**src/rtl/if_fetch_stage.sv**
```systemverilog
// Instruction-fetch stage: owns the fetch PC, issues single-outstanding I-memory requests and loads IF/ID.
// Optional performance counters (StallCycles, RedirectCount) are enabled by defining IF_FETCH_PERF_CNT_EN.
module if_fetch_stage #(
  parameter logic [31:0] RESET_PC = 32'h0000_0000
) (
  input  logic        Clock,
  input  logic        Reset,
  input  logic        PC_WriteEnable,
  input  logic        IFIDWriteEnable,
  input  logic        IFIDFlush,
  input  logic        Branch,
  input  logic [31:0] BranchDest,
  input  logic        Jump,
  input  logic [31:0] JumpDest,
  output logic        IMemReq,
  output logic [31:0] IMemAddr,
  input  logic        IMemReady,
  input  logic [31:0] IMemData,
  output logic [31:0] Instruction,
  output logic [31:0] PC
`ifdef IF_FETCH_PERF_CNT_EN
  ,
  output logic [31:0] StallCycles,
  output logic [31:0] RedirectCount
`endif
);

  typedef enum logic [1:0] {
    S_IDLE  = 2'd0,
    S_FETCH = 2'd1,
    S_HOLD  = 2'd2,
    S_KILL  = 2'd3
  } state_t;

  localparam logic [31:0] RESET_PC_ALIGNED = RESET_PC & ~32'h3;

  state_t      state_q;
  logic [31:0] fetch_pc_q;
  logic [31:0] req_addr_q;
  logic [31:0] buf_q;
  logic        buf_valid_q;
  logic        imem_req_q;
  logic [31:0] instr_q;
  logic [31:0] pc_q;

  logic        redirect;
  logic [31:0] target;
  logic [31:0] seq_addr;
  logic [31:0] redir_or_seq;
  logic        word_avail;
  logic [31:0] word;
  logic        accept;

  assign redirect     = (Jump | Branch) & PC_WriteEnable;
  // Jump has priority; the two low target bits are forced to zero.
  assign target       = (Jump ? JumpDest : BranchDest) & ~32'h3;
  assign seq_addr     = req_addr_q + 32'd4;
  assign redir_or_seq = redirect ? target : seq_addr;
  assign word_avail   = ((state_q == S_FETCH) & IMemReady) | ((state_q == S_HOLD) & buf_valid_q);
  assign word         = (state_q == S_HOLD) ? buf_q : IMemData;
  assign accept       = word_avail & IFIDWriteEnable & PC_WriteEnable & ~redirect & ~IFIDFlush;

  assign IMemReq     = imem_req_q;
  assign IMemAddr    = req_addr_q;
  assign Instruction = instr_q;
  assign PC          = pc_q;

`ifdef IF_FETCH_PERF_CNT_EN
  logic [31:0] stall_cnt_q;
  logic [31:0] redirect_cnt_q;
  assign StallCycles   = stall_cnt_q;
  assign RedirectCount = redirect_cnt_q;
`endif

  always_ff @(posedge Clock) begin
    if (Reset) begin
      state_q     <= S_IDLE;
      fetch_pc_q  <= RESET_PC_ALIGNED;
      req_addr_q  <= RESET_PC_ALIGNED;
      buf_q       <= 32'h0;
      buf_valid_q <= 1'b0;
      imem_req_q  <= 1'b0;
      instr_q     <= 32'h0;
      pc_q        <= RESET_PC_ALIGNED;
`ifdef IF_FETCH_PERF_CNT_EN
      stall_cnt_q    <= 32'h0;
      redirect_cnt_q <= 32'h0;
`endif
    end else begin
      // IF/ID register: flush beats hold beats load; an idle write is a bubble.
      if (IFIDFlush) begin
        instr_q <= 32'h0;
      end else if (IFIDWriteEnable) begin
        if (accept) begin
          instr_q <= word;
          pc_q    <= req_addr_q;
        end else begin
          instr_q <= 32'h0;
        end
      end

`ifdef IF_FETCH_PERF_CNT_EN
      if (!IFIDFlush && IFIDWriteEnable && !accept && stall_cnt_q != 32'hFFFF_FFFF)
        stall_cnt_q <= stall_cnt_q + 32'd1;
      if (redirect && redirect_cnt_q != 32'hFFFF_FFFF)
        redirect_cnt_q <= redirect_cnt_q + 32'd1;
`endif

      case (state_q)
        S_IDLE: begin
          state_q    <= S_FETCH;
          imem_req_q <= 1'b1;
          fetch_pc_q <= redirect ? target : fetch_pc_q;
          req_addr_q <= redirect ? target : fetch_pc_q;
        end
        S_FETCH: begin
          if (redirect && !IMemReady) begin
            // Request still in flight: its response must be swallowed first.
            state_q    <= S_KILL;
            fetch_pc_q <= target;
          end else if (redirect || accept) begin
            fetch_pc_q <= redir_or_seq;
            req_addr_q <= redir_or_seq;
          end else if (IMemReady) begin
            state_q     <= S_HOLD;
            imem_req_q  <= 1'b0;
            buf_q       <= IMemData;
            buf_valid_q <= 1'b1;
          end
        end
        S_HOLD: begin
          if (redirect || accept) begin
            state_q     <= S_FETCH;
            imem_req_q  <= 1'b1;
            buf_valid_q <= 1'b0;
            fetch_pc_q  <= redir_or_seq;
            req_addr_q  <= redir_or_seq;
          end
        end
        S_KILL: begin
          if (redirect)
            fetch_pc_q <= target;
          if (IMemReady) begin
            state_q    <= S_FETCH;
            req_addr_q <= redirect ? target : fetch_pc_q;
          end
        end
        default: begin
          state_q    <= S_IDLE;
          imem_req_q <= 1'b0;
        end
      endcase
    end
  end

endmodule

```
**config.mk**
```make
export PLATFORM = sky130hd
export DESIGN_NAME = if_fetch_stage
export DESIGN_NICKNAME = d
export VERILOG_FILES = /design/src/rtl/if_fetch_stage.sv
export SDC_FILE = /design/constraint.sdc
export NUM_CORES = 1
export LEC_CHECK = 0
export BUFFER_PORTS_ARGS = -buffer_cell sky130_fd_sc_hd__buf_2
export CAP_MARGIN = 20
export CORE_MARGIN = 2
export CORE_UTILIZATION = 59
export DETAILED_ROUTE_END_ITERATION = 12
export GPL_ROUTABILITY_DRIVEN = 0
export PLACE_DENSITY_LB_ADDON = 0.25
export SLEW_MARGIN = 20
export SYNTH_ARGS = -nofsm -noshare
export SYNTH_HDL_FRONTEND = slang
export SYNTH_SLANG_ARGS = --single-unit
```
**constraint.sdc**
```tcl
create_clock -name Clock -period 4.95 [get_ports Clock]
set_input_delay 0.2475 -clock Clock [delete_from_list [all_inputs] [get_ports Clock]]
set_output_delay 0.2475 -clock Clock [all_outputs]
set_load 0.01 [all_outputs]
```
# ---- Word-level counts from Yosys, hierarchy flattened
# Cells that the tools add are included.
dict set report totals {
  register_bits 164
  input_bits 104
  out_inout_bits 97
  elab_cells 74
}
dict set report classes {
  n_addsub 1
  n_eq_ne 10
  muxes 28
  bitwise 13
  n_reduce_logical 14
}
# cell count
set ops {}
lappend ops {{2-to-1 mux 32 bit} 10}
lappend ops {{one-hot mux 32 bit (4 select lines)} 1}
lappend ops {{one-hot mux 32 bit (3 select lines)} 1}
lappend ops {{adder 32 x 3 -> 32 bit, second input constant} 1}
lappend ops {{2-to-1 mux 2 bit} 5}
lappend ops {{AND reduction 5 bit} 2}
lappend ops {{2-to-1 mux 1 bit} 8}
lappend ops {{inequality test 2 bit, second input constant} 4}
lappend ops {{one-hot mux 2 bit (4 select lines)} 1}
lappend ops {{AND reduction 4 bit} 2}
lappend ops {{AND 1 bit} 7}
lappend ops {{equality test 2 bit, second input constant} 2}
lappend ops {{inverter 1 bit} 4}
lappend ops {{OR reduction 2 bit} 2}
lappend ops {{inequality test 3 x 2 -> 1 bit, second input constant} 1}
lappend ops {{inequality test 3 bit, second input constant} 1}
lappend ops {{one-hot mux 1 bit (3 select lines)} 1}
lappend ops {{AND reduction 3 bit} 1}
lappend ops {{nonzero test 3 bit} 1}
lappend ops {{equality test 2 x 1 -> 1 bit, second input constant} 1}
lappend ops {{zero test 2 bit} 1}
lappend ops {{inequality test 2 x 1 -> 1 bit, second input constant} 1}
lappend ops {{OR 1 bit} 2}
lappend ops {{one-hot mux 1 bit (2 select lines)} 1}
lappend ops {{5 further kinds} 5}

# ---- Longest topological paths before layout
dict set report depth {
  word_depth 11
  mapped_depth 11
  depth_no_buf 8
}

# ---- Worst setup path before layout
# No wires, ideal clock.
dict set report synth_path {
  kind {register to register}
  start {register req_addr_q[2], in the netlist IMemAddr[2]}
  end {register fetch_pc_q[20]}
  setup_ns 0.130
  t_arrival_ns 2.015
  setup_slack_ns 2.804
  stages_incl_launch_ff 8
  synth_period_minus_slack_ns 2.146
  path_cell_list {dfxtp_1 -> ha_1 -> nand2_1 -> or4_4 -> nor3_2 -> xor2_1 -> a222oi_1 -> nor3_2}
}
dict set report synth_via {
  elab_chain_len 5
}
# item line_no
set synth_lines {}
lappend synth_lines {{start: declaration} 39} ;# logic [31:0] req_addr_q;
lappend synth_lines {{start signal: assignment} 114} ;# req_addr_q <= redirect ? target : fetch_pc_q;
lappend synth_lines {{start signal: assignment} 123} ;# req_addr_q <= redir_or_seq;
lappend synth_lines {{start signal: assignment} 137} ;# req_addr_q <= redir_or_seq;
lappend synth_lines {{adder 32 x 3 -> 32 bit (*)} 57} ;# assign seq_addr = req_addr_q + 32'd4;
lappend synth_lines {{2-to-1 mux 32 bit (*)} 58} ;# assign redir_or_seq = redirect ? target : seq_addr;
lappend synth_lines {{2-to-1 mux 32 bit (*)} {121, 132}}
lappend synth_lines {{2-to-1 mux 32 bit} 117} ;# if (redirect && !IMemReady) begin
lappend synth_lines {{one-hot mux 32 bit (3 select lines) (*)} 109} ;# case (state_q)
lappend synth_lines {{end signal: assignment} 113} ;# fetch_pc_q <= redirect ? target : fetch_pc_q;
lappend synth_lines {{end signal: assignment} 120} ;# fetch_pc_q <= target;
lappend synth_lines {{end signal: assignment} 122} ;# fetch_pc_q <= redir_or_seq;
lappend synth_lines {{end: declaration} 38} ;# logic [31:0] fetch_pc_q;
# Every way passes the cells marked *; elsewhere a longest branch is shown, timed or not.
# A chain may end at the register's enable or synchronous reset.

# ---- Final worst setup path
dict set report layout_path {
  start {register state_q[1]}
  end {register fetch_pc_q[24]}
}
dict set report layout_via {
  elab_chain_len 11
}
# item line_no
set layout_lines {}
lappend layout_lines {{start: declaration} 37} ;# state_t state_q;
lappend layout_lines {{start signal: assignment} 77} ;# state_q <= S_IDLE;
lappend layout_lines {{start signal: assignment} 111} ;# state_q <= S_FETCH;
lappend layout_lines {{start signal: assignment} 119} ;# state_q <= S_KILL;
lappend layout_lines {{equality test 2 x 1 -> 1 bit / equality test 2 bit (equally long branches)} {59, 109}}
lappend layout_lines {{AND 1 bit} 59} ;# assign word_avail = ((state_q == S_FETCH) & IMemReady) | ((state_q == S_HOLD) & buf_valid_q);
lappend layout_lines {{OR 1 bit} 59}
lappend layout_lines {{AND 1 bit (4 in a row)} 61} ;# assign accept = word_avail & IFIDWriteEnable & PC_WriteEnable & ~redirect & ~IFIDFlush;
lappend layout_lines {{logical OR 1 bit} {121, 132}}
lappend layout_lines {{2-to-1 mux 32 bit (2 in a row)} n/a}
lappend layout_lines {{one-hot mux 32 bit (3 select lines) (*)} 109}
# Marked as above.

==> parameters.txt <==
Parameter                              Value

Outcome
  Result of the run    complete, no violations

Finish
  Synth-to-layout area growth    17.2%
  Post-layout nets    1397
  Final antenna diode count    0
  Core Util, Final    71.3%
  Most frequent standard cell in the layout excluding fill and tap cells    sky130_fd_sc_hd__nand2_1
  Share of cells above drive strength 1    21.9%
  Commonest cells after routing, fill and taps aside    sky130_fd_sc_hd__nand2_1, sky130_fd_sc_hd__buf_2, sky130_fd_sc_hd__dfxtp_1

Timing
  Hold_ws    65.4 ps
  Rel. slew slack    25.5%
  Measured slew at the worst slew-check pin    1110 ps
  Min Tclk post-route    3310 ps
  Final number of hold-violating endpoints    0
  Clk_skew    11.2 ps
  Pins over their slew limit    0
  Fmax    302 MHz
  Setup violation total in the final timing report    0
  Setup tns final    0 ps
  Share of the clock period used by the worst path    66.8%
  RSZ-0062 raised after global routing    false

Clock tree
  H-tree levels    4
  Number of hold-repair buffers added at the cts stage    0
  Clock transition at path regs    60 ps
  Clk buf depth    2
  Total clock buffers created by CTS    17
  Clock sinks    164
  Clock insertion delay at the later pin of the skew report    430 ps
  Buffer count from post-CTS setup fixing    0
  Root Buffer    sky130_fd_sc_hd__clkbuf_16
  Clock tree from TritonCTS    built
  PostCTS Resize Cnt    0

Routing
  Detailed-route vias per instance    6.11
  Count of TritonRoute iterations in the first routing pass    8
  Wirelength per Cell    17.7 um
  Initial DRC Count    841
  Total routed wirelength    26.2 mm
  Final antenna-violating net count    0
  Count of unresolved DRC violations after routing    0
  Via Count    9068

Global routing
  Global Route Usage Sum    32.0%
  Pin count of the biggest net entering global routing    75
  First-pass GRT wire length    41.9 mm
  Antenna violations before repair    0
  Leftover overflow at the end of global routing    0
  Via count of the first global-routing pass    8426

Die
  Y dimension of the die    127 um
  Core region area    0.0146 sq mm
  Number of top-level design ports    201
  Chip width    127 um
  Number of placement rows    44
  Overall die area    0.0161 sq mm
  Starting density of the core    60.9%

Pwr
  PwrDens    340 mW/mm^2
  Overall power consumption    0.00355 W
  Lkg Pwr    4.15 nW
  Worst ir drop on vdd    0.000261 V

Setup path
  Maximum cell stage delay along the critical path    920 ps
  CP endpoint    fetch_pc_q[24]
  Arrival time at the worst endpoint    3630 ps
  Cell type of the slowest stage on the worst timing path    sky130_fd_sc_hd__nor2_1
  Crit path required time    5270 ps
  Worst setup path class    flop to flop
  Critical register-to-register path startpoint    state_q[1]
  Crit Reg-Reg Endpoint    fetch_pc_q[24]
  Crit path max fanout    47
  Depth of the critical timing path with buffers and inverters included    8
  Largest delay contributor family on the critical path    simple AND/OR/NAND/NOR gates
  Flop-to-flop setup slack    1640 ps
  R2r worst-path depth    8
  Setup crit start    state_q[1]
  Type of element capturing the critical path    flop
  Cell-by-cell listing of the critical path    ha_2 > buf_4 > nor2_1 > nor2_1 > nand2_1 > nand2_1 > a221oi_1 > a2111oi_2
  Critical path startpoint category    flop
  Worst Path Buf+Inv    1

Placement
  Half-perimeter wire length of the detailed placement result    17.1 mm
  PortBufs    196

Synth
  Area contributors post-synth    sky130_fd_sc_hd__dfxtp_1, sky130_fd_sc_hd__nand2_1, sky130_fd_sc_hd__a21oi_1
  Top cell type's share of synthesized area    36.8%
  Cell type contributing the most total cell area after synthesis    sky130_fd_sc_hd__dfxtp_1
  Dominant register cell in the synthesized netlist    sky130_fd_sc_hd__dfxtp_1
  Synthesized area per cell    7.73 sq um
  Sequential share of the synthesized area    36.8%
  Number of flip-flops and latches in the synthesized netlist    164
  Post-synth EDFFs    0
  Synthesized netlist cell count    1153
  Synthesized netlist net count    1263
  Proportion of register bits with asynchronous set or reset after synthesis    0%
  Mapped Area    0.00891 sq mm
  Yosys warnings    0
  Number of distinct library cells after synthesis    76

Flow run
  Number of maximum-capacitance constraint violations    0

Hold path
  Worst min path class    input pin to flop
  Depth of the worst hold-timing path    3
## cell usage after synthesis (all sizes together), types with 7 or more instances
library cell,instances
a21oi,125
a221oi,12
a31oi,11
and2,39
and3,7
buf,35
clkbuf,64
dfxtp,164
inv,50
mux2i,44
nand2,214
nand2b,8
nand3,28
nand4,9
nor2,53
nor2b,8
nor3,14
nor4,12
o211ai,18
o21a,11
o21ai,56
o22ai,57
xnor2,15
xor2,11
## routing by layer
layer  wire length [um]  GRT usage [%]
met1              10500           39.9
met2              12600           53.8
met3               2380           7.34
met4                704           12.5
met5                  0              0
## flip-flops by register name (all words and copies together) (netlist names)
register	cells
buf_q	32
state_q	2
IMemReq	1
buf_valid_q	1
fetch_pc_q	32
Instruction	32
IMemAddr	32
PC	32
## report_power, final
group | internal, W | total [W] | switching (W) | leakage (nW)
registers | 0.00140 | 0.00153 | 0.000121 | 1.33
clock network | 0.000730 | 0.00128 | 0.000551 | 0.274
logic | 0.000293 | 0.000745 | 0.000452 | 2.54
## layout make-up
| cell class | instances | area, sq um |
|---|---|---|
| clock buffer | 20 | 467 |
| clock inverter | 11 | 103 |
| fill | 1218 | 4200 |
| inverter | 50 | 188 |
| multi-input combinational | 840 | 5050 |
| sequential | 164 | 3280 |
| tap | 184 | 230 |
| timing repair buffer | 214 | 1120 |
## metrics by stage
step / setup slack (ps) / cell area [sq um] / cells
global placement: 1750 / 9860 / 1451
CTS: 1770 / 10400 / 1482
detailed placement: 1840 / 9870 / 1451
finish: 1640 / 10400 / 1483
floorplan: 2800 / 8910 / 1153
global route: 1470 / 10400 / 1483
## worst min-delay path by stage
| stage | start | to | slack, ps |
|---|---|---|---|
| 2_1_floorplan | IMemData[0] | buf_q[0] | 380 |
| 3_3_place_gp | PC[19] | PC[19] | 440 |
| 3_5_place_dp | PC[5] | PC[5] | 440 |
| 4_1_cts | IMemData[30] | buf_q[30] | 50 |
| 5_1_grt | IMemData[27] | buf_q[27] | 60 |
| 6_report | IMemData[22] | buf_q[22] | 70 |
## worst register-to-register path: stages, from the launching register on
cell                        delay, ps
sky130_fd_sc_hd__dfxtp_1          450
sky130_fd_sc_hd__ha_2             230
sky130_fd_sc_hd__buf_4            580
sky130_fd_sc_hd__nor2_1           380
sky130_fd_sc_hd__nor2_1           920
sky130_fd_sc_hd__nand2_1          110
sky130_fd_sc_hd__nand2_1          110
sky130_fd_sc_hd__a221oi_1          90
sky130_fd_sc_hd__a2111oi_2        320
## kinds of logic (layout without fill, tap and decap cells)
group	Yosys count	in the layout	synth area share (%)
buffers and inverters	149	295	6.69
adders and majority gates	6	6	0.842
xor gates and xnor gates	26	26	2.55
and+or+nand+nor	408	408	22.4
AOI/OAI and AO/OA	350	350	25.0
DFF	164	164	36.8
muxes	50	50	5.70
Power figures use the tool's default switching activity.
